==> config.mk <==
export PLATFORM = sky130hd
export DESIGN_NAME = datapath
export DESIGN_NICKNAME = d
export VERILOG_FILES = /design/src/rtl/datapath_pkg.sv /design/src/rtl/datapath_alu.sv /design/src/rtl/datapath.sv
export SDC_FILE = /design/constraint.sdc
export NUM_CORES = 2
export LEC_CHECK = 0
export ABC_CLOCK_PERIOD_IN_PS = 32100
export CORE_MARGIN = 2
export CORE_UTILIZATION = 57
export CTS_CLUSTER_DIAMETER = 60
export DETAILED_ROUTE_END_ITERATION = 10
export GPL_ROUTABILITY_DRIVEN = 0
export PLACE_DENSITY = 0.78
export RECOVER_POWER = 100
export SLEW_MARGIN = 20
export SYNTH_ARGS = -nofsm -noshare
export SYNTH_HDL_FRONTEND = slang
export SYNTH_SLANG_ARGS = --single-unit
==> constraint.sdc <==
create_clock -name clock -period 32.1 [get_ports clock]
set_input_delay 9.63 -clock clock [delete_from_list [all_inputs] [get_ports clock]]
set_output_delay 9.63 -clock clock [all_outputs]
set_load 0.005 [all_outputs]
==> src/rtl/datapath_pkg.sv <==
// Shared types and constants for the shared-bus CPU datapath: bus-source and ALU-op
// encodings, plus the decoders that turn one-hot strobe vectors into them.
package datapath_pkg;

  localparam int WORD_W  = 32;
  localparam int CSE_W   = 19;
  localparam int NUM_GPR = 16;
  localparam int NUM_SRC = 26;
  localparam int NUM_OPS = 14;

  // Encoding order is the select priority order (index i of the select vector maps to value i+1).
  typedef enum logic [3:0] {
    OP_NONE, OP_INCPC, OP_ADD, OP_SUB, OP_MUL, OP_DIV, OP_AND, OP_OR,
    OP_SHR, OP_SHRA, OP_SHL, OP_ROR, OP_ROL, OP_NEG, OP_NOT
  } alu_op_e;

  typedef enum logic [4:0] {
    SRC_R0, SRC_R1, SRC_R2, SRC_R3, SRC_R4, SRC_R5, SRC_R6, SRC_R7,
    SRC_R8, SRC_R9, SRC_R10, SRC_R11, SRC_R12, SRC_R13, SRC_R14, SRC_R15,
    SRC_HI, SRC_LO, SRC_ZHI, SRC_ZLO, SRC_PC, SRC_MDR, SRC_MAR, SRC_INPORT,
    SRC_CSE, SRC_IR, SRC_NONE
  } bus_src_e;

  // Lowest set bit wins.
  function automatic bus_src_e pick_src(input logic [NUM_SRC-1:0] sel);
    pick_src = SRC_NONE;
    for (int i = NUM_SRC - 1; i >= 0; i--)
      if (sel[i]) pick_src = bus_src_e'(5'(i));
  endfunction

  function automatic alu_op_e pick_op(input logic [NUM_OPS-1:0] sel);
    pick_op = OP_NONE;
    for (int i = NUM_OPS - 1; i >= 0; i--)
      if (sel[i]) pick_op = alu_op_e'(4'(i + 1));
  endfunction

  function automatic logic [WORD_W-1:0] sext_cse(input logic [CSE_W-1:0] imm);
    return {{(WORD_W - CSE_W){imm[CSE_W-1]}}, imm};
  endfunction

endpackage

==> src/rtl/datapath_alu.sv <==
// Combinational ALU: A = Y, B = bus, 64-bit {hi, lo} result.
// MUL/DIV hardware exists only when DATAPATH_MULDIV_EN is defined; otherwise they yield 0.
module alu
  import datapath_pkg::*;
(
  input  logic [WORD_W-1:0]   a,
  input  logic [WORD_W-1:0]   b,
  input  alu_op_e             op,
  output logic [2*WORD_W-1:0] res
);

  logic [4:0]          amt;
  logic [2*WORD_W-1:0] rot_r, rot_l;

  // Rotates fall out of shifting the doubled word.
  assign amt   = b[4:0];
  assign rot_r = {a, a} >> amt;
  assign rot_l = {a, a} << amt;

`ifdef DATAPATH_MULDIV_EN
  logic [2*WORD_W-1:0] prod;
  logic [WORD_W-1:0]   quot, rem;
  logic                div_ovf;

  assign prod    = $signed({{WORD_W{a[WORD_W-1]}}, a}) * $signed({{WORD_W{b[WORD_W-1]}}, b});
  assign div_ovf = (a == {1'b1, {(WORD_W-1){1'b0}}}) && (&b);

  // Divide by zero returns all-ones / dividend; MIN / -1 wraps instead of trapping.
  always_comb begin
    quot = '1;
    rem  = a;
    if (div_ovf) begin
      quot = a;
      rem  = '0;
    end else if (b != '0) begin
      quot = $signed(a) / $signed(b);
      rem  = $signed(a) % $signed(b);
    end
  end
`endif

  always_comb begin
    res = '0;
    case (op)
      OP_INCPC: res[WORD_W-1:0] = b + 32'd1;
      OP_ADD:   res[WORD_W-1:0] = a + b;
      OP_SUB:   res[WORD_W-1:0] = a - b;
      OP_AND:   res[WORD_W-1:0] = a & b;
      OP_OR:    res[WORD_W-1:0] = a | b;
      OP_SHR:   res[WORD_W-1:0] = a >> amt;
      OP_SHRA:  res[WORD_W-1:0] = $signed(a) >>> amt;
      OP_SHL:   res[WORD_W-1:0] = a << amt;
      OP_ROR:   res[WORD_W-1:0] = rot_r[WORD_W-1:0];
      OP_ROL:   res[WORD_W-1:0] = rot_l[2*WORD_W-1:WORD_W];
      OP_NEG:   res[WORD_W-1:0] = 32'd0 - b;
      OP_NOT:   res[WORD_W-1:0] = ~b;
`ifdef DATAPATH_MULDIV_EN
      OP_MUL:   res = prod;
      OP_DIV:   res = {rem, quot};
`endif
      default:  res = '0;
    endcase
  end

endmodule

==> src/rtl/datapath.sv <==
// Shared-bus register-transfer datapath: bus priority mux, register file and ALU hookup.
// Optional MUL/DIV selected by the DATAPATH_MULDIV_EN build macro (see alu).
module datapath
  import datapath_pkg::*;
(
  input  logic clear,
  input  logic clock,
  input  logic R0in, R1in, R2in, R3in, R4in, R5in, R6in, R7in,
  input  logic R8in, R9in, R10in, R11in, R12in, R13in, R14in, R15in,
  input  logic HIin, LOin, Zhighin, Zlowin, PCin, MDRin, MARin, InPortin, CSEin, IRin, Yin,
  input  logic R0out, R1out, R2out, R3out, R4out, R5out, R6out, R7out,
  input  logic R8out, R9out, R10out, R11out, R12out, R13out, R14out, R15out,
  input  logic HIout, LOout, Zhighout, Zlowout, PCout, MDRout, MARout, InPortout, CSEout, IRout,
  input  logic [31:0] Mdatain,
  input  logic MDMuxread,
  input  logic ADD, SUB, MUL, DIV, AND, OR, SHR, SHRA, SHL, ROR, ROL, NEG, NOT, IncPC,
  output logic [31:0] BusMuxOut
);

  logic [NUM_GPR-1:0]  r_in_v, r_out_v;
  logic [NUM_SRC-1:0]  out_sel;
  logic [NUM_OPS-1:0]  op_sel;
  bus_src_e            src;
  logic [4:0]          src_idx;
  alu_op_e             op;
  logic [WORD_W-1:0]   bus;
  logic [2*WORD_W-1:0] alu_res;

  logic [NUM_GPR-1:0][WORD_W-1:0] r_q, r_d;
  logic [WORD_W-1:0] hi_q, hi_d, lo_q, lo_d, zhi_q, zhi_d, zlo_q, zlo_d;
  logic [WORD_W-1:0] pc_q, pc_d, mdr_q, mdr_d, mar_q, mar_d, inport_q, inport_d;
  logic [WORD_W-1:0] cse_q, cse_d, ir_q, ir_d, y_q, y_d;

  assign r_in_v  = {R15in, R14in, R13in, R12in, R11in, R10in, R9in, R8in,
                    R7in, R6in, R5in, R4in, R3in, R2in, R1in, R0in};
  assign r_out_v = {R15out, R14out, R13out, R12out, R11out, R10out, R9out, R8out,
                    R7out, R6out, R5out, R4out, R3out, R2out, R1out, R0out};
  assign out_sel = {IRout, CSEout, InPortout, MARout, MDRout, PCout,
                    Zlowout, Zhighout, LOout, HIout, r_out_v};
  assign op_sel  = {NOT, NEG, ROL, ROR, SHL, SHRA, SHR, OR, AND, DIV, MUL, SUB, ADD, IncPC};

  assign src     = pick_src(out_sel);
  assign src_idx = src;
  assign op      = pick_op(op_sel);

  always_comb begin
    bus = '0;
    case (src)
      SRC_HI:     bus = hi_q;
      SRC_LO:     bus = lo_q;
      SRC_ZHI:    bus = zhi_q;
      SRC_ZLO:    bus = zlo_q;
      SRC_PC:     bus = pc_q;
      SRC_MDR:    bus = mdr_q;
      SRC_MAR:    bus = mar_q;
      SRC_INPORT: bus = inport_q;
      SRC_CSE:    bus = cse_q;
      SRC_IR:     bus = ir_q;
      SRC_NONE:   bus = '0;
      default:    bus = r_q[src_idx[3:0]];
    endcase
  end

  assign BusMuxOut = bus;

  alu u_alu (
    .a  (y_q),
    .b  (bus),
    .op (op),
    .res(alu_res)
  );

  always_comb begin
    r_d = r_q;
    for (int i = 0; i < NUM_GPR; i++)
      if (r_in_v[i]) r_d[i] = bus;
    hi_d     = HIin     ? bus : hi_q;
    lo_d     = LOin     ? bus : lo_q;
    pc_d     = PCin     ? bus : pc_q;
    mar_d    = MARin    ? bus : mar_q;
    inport_d = InPortin ? bus : inport_q;
    ir_d     = IRin     ? bus : ir_q;
    y_d      = Yin      ? bus : y_q;
    mdr_d    = MDRin    ? (MDMuxread ? Mdatain : bus) : mdr_q;
    zhi_d    = Zhighin  ? alu_res[2*WORD_W-1:WORD_W] : zhi_q;
    zlo_d    = Zlowin   ? alu_res[WORD_W-1:0] : zlo_q;
    // CSE takes the immediate field of the IR as it stands before this edge.
    cse_d    = CSEin    ? sext_cse(ir_q[CSE_W-1:0]) : cse_q;
  end

  always_ff @(posedge clock or posedge clear) begin
    if (clear) begin
      r_q      <= '0;
      hi_q     <= '0;
      lo_q     <= '0;
      zhi_q    <= '0;
      zlo_q    <= '0;
      pc_q     <= '0;
      mdr_q    <= '0;
      mar_q    <= '0;
      inport_q <= '0;
      cse_q    <= '0;
      ir_q     <= '0;
      y_q      <= '0;
    end else begin
      r_q      <= r_d;
      hi_q     <= hi_d;
      lo_q     <= lo_d;
      zhi_q    <= zhi_d;
      zlo_q    <= zlo_d;
      pc_q     <= pc_d;
      mdr_q    <= mdr_d;
      mar_q    <= mar_d;
      inport_q <= inport_d;
      cse_q    <= cse_d;
      ir_q     <= ir_d;
      y_q      <= y_d;
    end
  end

endmodule

==> flow_metrics.py <==
metrics = {
    "floorplan": {
        "dieArea_um2": 87500,
        "core_area_um2": 84700,
        "pin_count": 134,
        "die_w_um": 296,
        "fp-row-count": 107,
        "start_util": 0.573,
        "dieHeight_um": 296,
    },
    "yosys": {
        "synth_top_area_frac": 0.422,
        "postSynthAreaPerCell_um2": 10.0,
        "synth.area.top_cells": "dfrtp_1 (42%), mux2_2 (18%), mux2i_1 (5.7%), a21oi_1 (4.2%), nand2_1 (3.3%)",
        "async_flop_share": 1.00,
        "synthCells": 4838,
        "ys.warnings.count": 0,
        "synth_area_um2": 48600,
        "syn_nets": 4993,
        "synth_ff_type": "dfrtp_1",
        "yosys.area.top_type": "dfrtp_1",
        "yosysSeqAreaShare": 0.422,
        "synth-edff-count": 0,
        "yosys_register_bits": 819,
        "post-synth-top-count-cell": "dfrtp_1",
        "post_synth_num_cell_types": 95,
        "ys_top_cells_by_count": "dfrtp_1 (819), mux2_2 (780), nand2_1 (427), a21oi_1 (404), clkbuf_1 (336)",
    },
    "global_routing": {
        "grt_pass1_vias": 40917,
        "antenna_found_initial": 9,
        "grt_pass1_wl_um": 246000,
        "overflow": 0,
        "grt_use_total": 0.366,
        "grt_start_max_net_pins": 185,
    },
    "sta": {
        "fin_setup_tns_ns": 0,
        "fmax_ghz": 0.0347,
        "hold_viol": 0,
        "fin_crit_ns": 28.84,
        "layout_setup_ws_ns": 3.26,
        "fin_skew_ns": 0.0272,
        "min_period_over_period": 0.898,
        "rsz0062_at_grt": "no",
        "drv_slew": 1643,
        "slew_headroom": -5.42,
        "worst_pin_slew_ns": 9.63,
        "setup_viol": 0,
    },
    "power": {
        "pwr-share-comb": 0.264,
        "cellPowerDensity_nw_per_um2": 55.7,
        "swShare": 0.332,
        "p_clk_frac": 0.336,
        "p_int_w": 0.00197,
        "leakagePower_nw": 24.5,
        "seq_power_share": 0.400,
        "switchingPower_w": 0.000981,
        "ir_worst_vdd_v": 0.0000366,
    },
    "drt": {
        "drt-total-wl_um": 163000,
        "drcViolationCount": 0,
        "vias": 41978,
        "viasPerCell": 7.09,
        "ant_nets": 0,
        "drtIter0Drc": 5974,
        "dr.pass1.iters": 11,
        "wire_per_inst_um": 27.5,
    },
    "placement": {
        "dpl.cell_count": 5761,
        "pre_cts_ws_ns": 6.38,
        "dp_hpwl_um": 103000,
        "portBuffers": 132,
    },
    "critical_path": {
        "required_ns": 22.47,
        "critPathArrivalTime_ns": 19.21,
        "critical-path-max-stage-delay_ns": 1.97,
        "reg2reg_to": "zlo_q[30]",
        "reg2regPathDepth": 18,
        "start_kind": "input port",
        "crit_path_top_delay_cell": "clkbuf_1",
        "critPathKind": "input port to primary output",
        "setup.worst_path.end_class": "primary output",
        "reg2reg_slack_ns": 22.38,
        "r2r-start": "r_q[384]",
        "cp_top_family": "buffers and inverters",
        "crit_path_max_fanout": 53,
        "crit_chain": "dlygate4sd3_1 -> nor2_1 -> nand3_1 -> a31oi_1 -> or2_2 -> buf_4 -> a21o_1 -> clkbuf_1 -> a221oi_1 -> o311ai_0 -> nand2_4 -> inv_1 -> buf_4 -> dlygate4sd3_1",
        "cp.depth": 14,
        "path_buf_inv": 6,
    },
    "run": {
        "cap_violations": 29,
    },
    "cts": {
        "h-tree-depth": 3,
        "cts.sinks": 819,
        "cts_buffers": 87,
        "hold_buffers": 0,
        "insertion_delay_ns": 0.65,
        "root_buffer": "clkbuf_16",
        "cts_tree": "built",
        "cts-resized-gates": 0,
        "clkTransAtPathRegs_ns": 0.05,
        "cts_setup_buffers": 0,
        "clock_path_buffers": 3,
    },
    "cells_and_area": {
        "instances_no_fill": 5922,
        "synthToLayoutAreaGrowth_pct": 9.17,
        "final_layout_size_suffix_gt1_frac": 0.226,
        "nNetsFinal": 4863,
    },
    "hold_path": {
        "whs_path_depth": 1,
        "hold_class": "register to register",
        "min_from": "r_q[60]",
        "holdPathEnd": "r_q[60]",
    },
    "outcome": {
        "status": "complete, but fails checks",
        "failed_checks": "capacitance limit, slew limit",
    },
}
[cell usage in the layout (no fill, tap or decap), types with 13 or more instances in the layout]
cell and instances:
nand3_1 70, inv_1 66, a222oi_1 23, nor2_1 256, a211o_1 13, o22ai_1 52
clkinv_2 13, o211ai_1 30, o31ai_1 20, nand2_1 426, xnor2_1 34, o21ai_0 179
o21a_1 20, mux2i_1 277, and3_1 29, clkbuf_1 70, nand4_1 26, or3_1 18
o2111ai_1 28, nand2b_1 19, a22oi_1 59, a31oi_1 54, mux2_2 776, dfrtp_1 819
nor2b_1 15, nor4_1 18, clkdlybuf4s50_1 73, a221oi_1 80, o221ai_1 23, ha_1 52
and2_1 52, a21o_1 27, dlygate4sd3_1 34, a211oi_1 48, nor3_1 80, xor2_1 18
buf_2 24, a21oi_1 401, clkbuf_16 89, buf_4 75
[cells by family after synthesis]
kind of cell,share of synthesized area
AO/OA/AOI/OAI,0.169
XOR/XNOR,0.00972
adder cells (fa/ha/maj),0.0155
buffers and inverters,0.0445
flip-flops,0.422
multiplexers,0.240
AND/OR/NAND/NOR,0.0984
[stage by stage]
stage,hold slack (ns),cell area (um2),util,total power [W]
after floorplan,0.461,48600,-,0.00173
after global placement,0.482,50500,0.596,0.00193
after detailed placement,0.490,50500,0.596,0.00194
after CTS,0.503,53300,0.629,0.00293
after global routing,0.510,53000,0.625,0.00305
final,0.504,53000,0.625,0.00295
[flip-flops by register name (all words and copies together) (netlist names)]
| register | flops |
|---|---|
| mdr_q | 32 |
| r_q | 512 |
| ir_q | 32 |
| pc_q | 32 |
| y_q | 32 |
| cse_q | 19 |
| inport_q | 32 |
| mar_q | 32 |
| zlo_q | 32 |
| lo_q | 32 |
| hi_q | 32 |
[routing by layer]
| metal | track usage | up-vias | part of all wire |
|---|---|---|---|
| li1 | - | 17566 | - |
| met1 | 0.472 | 20776 | 0.38 |
| met3 | 0.107 | 797 | 0.12 |
| met4 | 0.212 | 6 | 0.067 |
| met2 | 0.551 | 2833 | 0.44 |
| met5 | 0 | - | 0.00020 |
[layout make-up]
class	count	area, um2
diodes	4	10.0
clock buffers	126	2490
clock inverters	29	309
fillers	6669	31700
inverters	71	270
multi-input cells	3476	26000
flip-flops and latches	819	20500
well taps	1144	1430
repair buffers	253	1960
[power by group through the flow]
stage / clock network, W / registers, W / logic (W)
after detailed placement: 0 / 0.00119 / 0.000748
after global routing: 0.00104 / 0.00119 / 0.000819
after global placement: 0 / 0.00119 / 0.000738
after CTS: 0.000998 / 0.00118 / 0.000754
after floorplan: 0 / 0.00117 / 0.000557
final: 0.000994 / 0.00118 / 0.000779
[worst max-delay path by stage]
stage,start,to,slack [ns]
after floorplan,R2out,BusMuxOut[5],8.79
after global placement,R0out,BusMuxOut[3],6.53
after detailed placement,R0out,BusMuxOut[3],6.38
after CTS,R0out,BusMuxOut[3],6.32
after global routing,R2out,BusMuxOut[17],2.97
final,R0out,BusMuxOut[3],3.26
(Power assumes the default switching activity.)
